===== src/rtl/instruction_fetch_unit.sv =====
// Fetch stage: owns the PC, drives the text-memory address, absorbs the
// one-cycle synchronous read latency and hands {pc, instruction, fault}
// to decode through a small shift-style FIFO with a valid/ready handshake.
module instruction_fetch_unit #(
    parameter logic [31:0] RESET_PC   = 32'h0040_0000,
    parameter logic [31:0] TEXT_BEGIN = 32'h0040_0000,
    parameter logic [31:0] TEXT_END   = 32'h0040_FFFF,
    parameter int unsigned FIFO_DEPTH = 3
) (
    input  logic        clock,
    input  logic        reset,
    input  logic        redirect_valid,
    input  logic [31:0] redirect_pc,
    output logic [31:0] imem_address,
    input  logic [31:0] imem_data,
    output logic        out_valid,
    input  logic        out_ready,
    output logic [31:0] out_pc,
    output logic [31:0] out_instruction,
    output logic        out_fault
);

    localparam int unsigned XLEN  = 32;
    localparam int unsigned CNT_W = $clog2(FIFO_DEPTH + 1);
    localparam int unsigned OCC_W = CNT_W + 1;

    typedef struct packed {
        logic [XLEN-1:0] pc;
        logic [XLEN-1:0] instr;
        logic            fault;
    } fetch_entry_t;

    logic [XLEN-1:0]  fetch_pc_q,       fetch_pc_d;
    logic             inflight_q,       inflight_d;
    logic [XLEN-1:0]  inflight_pc_q,    inflight_pc_d;
    logic             inflight_fault_q, inflight_fault_d;
    logic             halted_q,         halted_d;
    logic [CNT_W-1:0] count_q,          count_d;
    logic             out_valid_q,      out_valid_d;
    fetch_entry_t     fifo_q [FIFO_DEPTH];
    fetch_entry_t     fifo_d [FIFO_DEPTH];

    logic [OCC_W-1:0] occupancy_c;
    logic             issue_c;
    logic             push_c;
    logic             pop_c;
    logic             fetch_oor_c;
    logic [CNT_W-1:0] wr_idx_c;
    fetch_entry_t     push_entry_c;

    // Next-state: redirect wins, otherwise pop/push the FIFO and issue on credit.
    always_comb begin
        fetch_pc_d       = fetch_pc_q;
        inflight_d       = inflight_q;
        inflight_pc_d    = inflight_pc_q;
        inflight_fault_d = inflight_fault_q;
        halted_d         = halted_q;
        count_d          = count_q;
        fifo_d           = fifo_q;
        wr_idx_c         = count_q;
        push_entry_c     = '0;

        // Credit counts only registered state so out_ready never reaches imem_address.
        occupancy_c = OCC_W'(count_q) + OCC_W'(inflight_q);
        fetch_oor_c = (fetch_pc_q < TEXT_BEGIN) || (fetch_pc_q > TEXT_END);
        issue_c     = !redirect_valid && !halted_q && (occupancy_c < OCC_W'(FIFO_DEPTH));
        push_c      = inflight_q && !redirect_valid;
        pop_c       = out_valid_q && out_ready && !redirect_valid;

        // Faulting fetches carry a zero word so an undriven bus never leaks out.
        push_entry_c.pc    = inflight_pc_q;
        push_entry_c.instr = inflight_fault_q ? '0 : imem_data;
        push_entry_c.fault = inflight_fault_q;

        if (redirect_valid) begin
            count_d    = '0;
            inflight_d = 1'b0;
            halted_d   = 1'b0;
            fetch_pc_d = redirect_pc & 32'hFFFF_FFFC;
        end else begin
            if (pop_c) begin
                for (int unsigned i = 0; i + 1 < FIFO_DEPTH; i++) begin
                    fifo_d[i] = fifo_q[i + 1];
                end
                wr_idx_c = count_q - CNT_W'(1);
            end
            if (push_c) begin
                for (int unsigned i = 0; i < FIFO_DEPTH; i++) begin
                    if (CNT_W'(i) == wr_idx_c) begin
                        fifo_d[i] = push_entry_c;
                    end
                end
            end
            count_d = wr_idx_c + CNT_W'(push_c);

            inflight_d = issue_c;
            if (issue_c) begin
                inflight_pc_d    = fetch_pc_q;
                inflight_fault_d = fetch_oor_c;
                halted_d         = halted_q | fetch_oor_c;
                fetch_pc_d       = fetch_pc_q + 32'd4;
            end
        end

        out_valid_d = (count_d != '0);
    end

    // State register with synchronous active-high reset.
    always_ff @(posedge clock) begin
        if (reset) begin
            fetch_pc_q       <= RESET_PC;
            inflight_q       <= 1'b0;
            inflight_pc_q    <= '0;
            inflight_fault_q <= 1'b0;
            halted_q         <= 1'b0;
            count_q          <= '0;
            out_valid_q      <= 1'b0;
            for (int unsigned i = 0; i < FIFO_DEPTH; i++) begin
                fifo_q[i] <= '0;
            end
        end else begin
            fetch_pc_q       <= fetch_pc_d;
            inflight_q       <= inflight_d;
            inflight_pc_q    <= inflight_pc_d;
            inflight_fault_q <= inflight_fault_d;
            halted_q         <= halted_d;
            count_q          <= count_d;
            out_valid_q      <= out_valid_d;
            fifo_q           <= fifo_d;
        end
    end

    assign imem_address    = fetch_pc_q;
    assign out_valid       = out_valid_q;
    assign out_pc          = fifo_q[0].pc;
    assign out_instruction = fifo_q[0].instr;
    assign out_fault       = fifo_q[0].fault;

endmodule


===== config.mk =====
export PLATFORM = sky130hd
export DESIGN_NAME = instruction_fetch_unit
export DESIGN_NICKNAME = d
export VERILOG_FILES = /design/src/rtl/instruction_fetch_unit.sv
export SDC_FILE = /design/constraint.sdc
export NUM_CORES = 1
export LEC_CHECK = 0
export ABC_AREA = 1
export CORE_MARGIN = 2
export CORE_UTILIZATION = 25
export CTS_CLUSTER_DIAMETER = 150
export DETAILED_ROUTE_END_ITERATION = 12
export PLACE_DENSITY = 0.54
export SYNTH_ARGS = -nofsm -noshare
export SYNTH_HDL_FRONTEND = slang
export SYNTH_SLANG_ARGS = --single-unit

===== constraint.sdc =====
create_clock -name clock -period 2.6 [get_ports clock]
set_clock_uncertainty 0.15 [all_clocks]
set_input_delay 0.52 -clock clock [delete_from_list [all_inputs] [get_ports clock]]
set_output_delay 0.52 -clock clock [all_outputs]
set_load 0.02 [all_outputs]

==> flow_summary.yaml, run 1 <==
floorplanning:
  die_w_um: 231
  coreArea_um2: 51100
  rows: 83
  die_area_um2: 53200
  io_pins: 166
  die_height_um: 231
  start_util_pct: 25.1
setup_path:
  rr_startpoint: "imem_address[3]$_SDFFE_PP0P_"
  regToRegEndpoint: "imem_address[27]$_SDFFE_PP0P_"
  cp_slowest_cell: "clkdlybuf4s50_1"
  worst_setup_path_start_kind: "flip-flop"
  cp.depth: 1
  endpoint_kind: "primary output"
  timing.critical_path.required_ns: 1.93
  worstPathCellList: "clkdlybuf4s50_1"
  crit_path_start: "imem_address[24]$_SDFFE_PP0P_"
  timing.reg2reg.setup_slack_ns: 0.45
  path_delay_family: "buffers and inverters"
  critPathBufInv: 1
  critical_path_class: "flip-flop to primary output"
  arrival_ns: 1.74
  cp_slowest_stage_delay_ns: 0.68
  cp_max_fo: 7
  rr_worst_depth: 11
timing:
  maxSlewViolCount: 0
  tightest_slew_ns: 0.643
  finalHoldViolCount: 0
  relSlewSlack_pct: 57.1
  tns_ns: 0
  hold_slack_ns: 0.0905
  setup_ws_ns: 0.190
  finalCritPeriodShare_pct: 92.7
  layout_min_cycle_time_ns: 2.41
  fmax_mhz: 415
  rsz0062_at_grt: "false"
  setup_viol: 0
placement:
  gp_congestion: 0.814
  post-place-ws_ns: -0.0893
  dp_hpwl_um: 26000
  numPortBuffers: 161
finish:
  n_antenna_cell: 0
  area_delta_synth_final_pct: 25.6
  drive_above_1_share_pct: 13.5
  fin_nets: 1993
drt:
  first_pass_iters: 5
  routed-via-count: 11700
  avgRoutedWirePerCell_um: 14.6
  drc_errors: 0
  avgViaCountPerCell: 4.48
  ant_nets: 0
  drt_iter0_drc: 679
  wirelength_um: 38300
global_routing:
  grt_usage_pct: 14.2
  grt_pass1_wl_um: 61400
  grt_pass1_vias: 11300
  antenna_found_initial: 0
  grt_remaining_overflow: 0
  grt_max_degree: 59
clocking:
  postCtsResizedCells: 0
  post-cts-setup-buffers: 0
  cts-root-buf: "clkbuf_16"
  cts_made_buffers: 31
  clk_path_buf_depth: 3
  clock_latency_ns: 0.59
  cts_tree: "yes"
  cts_sinks: 259
  cts_hold_buffers: 0
  htreeDepth: 1
  clk_pin_slew_ns: 0.06
logic_synthesis:
  async_reset_ff_share_pct: 0
  synth_seq_cells: 259
  synth_cell_type_count: 43
  seq_area_frac_synth_pct: 40.4
  synth.avg_cell_area_um2: 7.03
  ys.flop_type: "dfxtp_1"
  synthCells: 1828
  synth-edff-count: 0
  ys.warnings.count: 0
  synth_area_um2: 12800
run_status:
  status: "completed"
worst_hold_path:
  whs_endpoint: "imem_address[5]$_SDFFE_PP0P_"
  hp-class: "primary input to flip-flop"
  holdPathStages: 2
  hp-start: "reset"
pwr:
  p_total_mw: 9.89
  power_density_nw_per_um2: 613
  ir_drop_mv: 0.486
  p_leak_nw: 6.45
flow_run:
  drv_cap: 0
==> power breakdown <==
group          switching, mW  leakage (nW)  internal [mW]
combinational          0.614          3.81          0.486
sequential             0.157          2.11           4.10
clock                   1.76         0.535           2.77
total                   2.53          6.45           7.36
==> routing by layer <==
layer | track usage, % | share of wire, % | up-vias
met5 | 0 | 0 | -
met4 | 3.49 | 1.9 | 0
met3 | 2.19 | 4.6 | 44
met2 | 22.9 | 45 | 251
met1 | 19.8 | 49 | 5478
li1 | - | - | 5973
==> Yosys cell counts, types with 17 or more instances <==
master	count	area share, %
nand2_1	356	10
nor2_1	332	9.7
dfxtp_1	259	40
o21ai_0	185	7.2
inv_1	136	4.0
nand3_1	95	3.7
buf_4	81	4.7
clkbuf_1	64	1.9
a21oi_2	50	3.4
nor3_2	50	3.9
o21ai_1	46	1.8
a21oi_1	45	1.8
buf_2	29	1.1
nor3_1	17	0.66
==> cell families (layout without fill, tap and decap cells) <==
logic type / after synthesis / in the layout / synth area share [%]
buffers and inverters: 331 / 446 / 13.1
DFF: 259 / 259 / 40.4
and+or+nand+nor: 879 / 879 / 30.1
other: 1 / 2 / 0.0292
xor gates and xnor gates: 9 / 9 / 0.731
adders and majority gates: 4 / 4 / 0.390
AOI/OAI and AO/OA: 345 / 345 / 15.3
==> cell type report <==
type	count	area (µm²)
Fill cell	5528	35000
Multi-Input combinational cell	1239	6000
Sequential cell	259	5190
Timing Repair Buffer	248	2480
Clock buffer	45	928
Tap cell	680	851
Inverter	142	538
Clock inverter	11	155
==> registers in the layout, indices dropped and copies added, names as in the netlist <==
signal            cells
fifo_q              128
out_instruction      32
out_pc               32
imem_address         30
inflight_pc_q        30
count_q               2
halted_q              1
inflight_fault_q      1
inflight_q            1
out_fault             1
out_valid             1
==> worst max path at each step <==
stage	endpoint
floorplan	imem_address[8]$_SDFFE_PP0P_
global placement	fifo_q[121]$_SDFFE_PP0N_
detailed placement	fifo_q[76]$_SDFFE_PP0N_
global route	imem_address[12]
finish	imem_address[24]
CTS	imem_address[11]
==> cell usage in the layout, fill, tap and decap left out, types with 5 or more instances in the layout <==
cell type,instances
nand3_1,95
nor2_1,332
xor2_1,6
nor3_1,17
dfxtp_1,258
o211ai_1,7
a21oi_2,50
clkdlybuf4s50_1,160
nor2_2,5
nand2_1,356
buf_12,17
nor3_2,50
buf_4,70
nand4_1,11
inv_1,135
o21ai_0,185
clkbuf_8,10
a21oi_1,45
clkbuf_16,31
o21ai_1,46
a31oi_1,5
==> stage by stage <==
| step | cell area (µm²) | util, % | instances |
|---|---|---|---|
| after floorplan | 12800 | - | 1829 |
| after global placement | 15100 | 29.5 | 2568 |
| after detailed placement | 15100 | 29.5 | 2568 |
| after CTS | 16100 | 31.6 | 2624 |
| after global routing | 16100 | 31.6 | 2624 |
| final | 16100 | 31.6 | 2624 |
Power figures use the tool's default switching activity.
==> run 2: changes to the inputs <==
--- a/config.mk
+++ b/config.mk
@@ -6,11 +6,13 @@
 export NUM_CORES = 1
 export LEC_CHECK = 0
 export ABC_AREA = 1
+export CAP_MARGIN = 20
 export CORE_MARGIN = 2
 export CORE_UTILIZATION = 25
 export CTS_CLUSTER_DIAMETER = 150
 export DETAILED_ROUTE_END_ITERATION = 12
 export PLACE_DENSITY = 0.54
+export SKIP_LAST_GASP = 1
 export SYNTH_ARGS = -nofsm -noshare
 export SYNTH_HDL_FRONTEND = slang
 export SYNTH_SLANG_ARGS = --single-unit
==> results of run 2 <==
No change in the layout: final DEF, timing and power equal those of run 1.
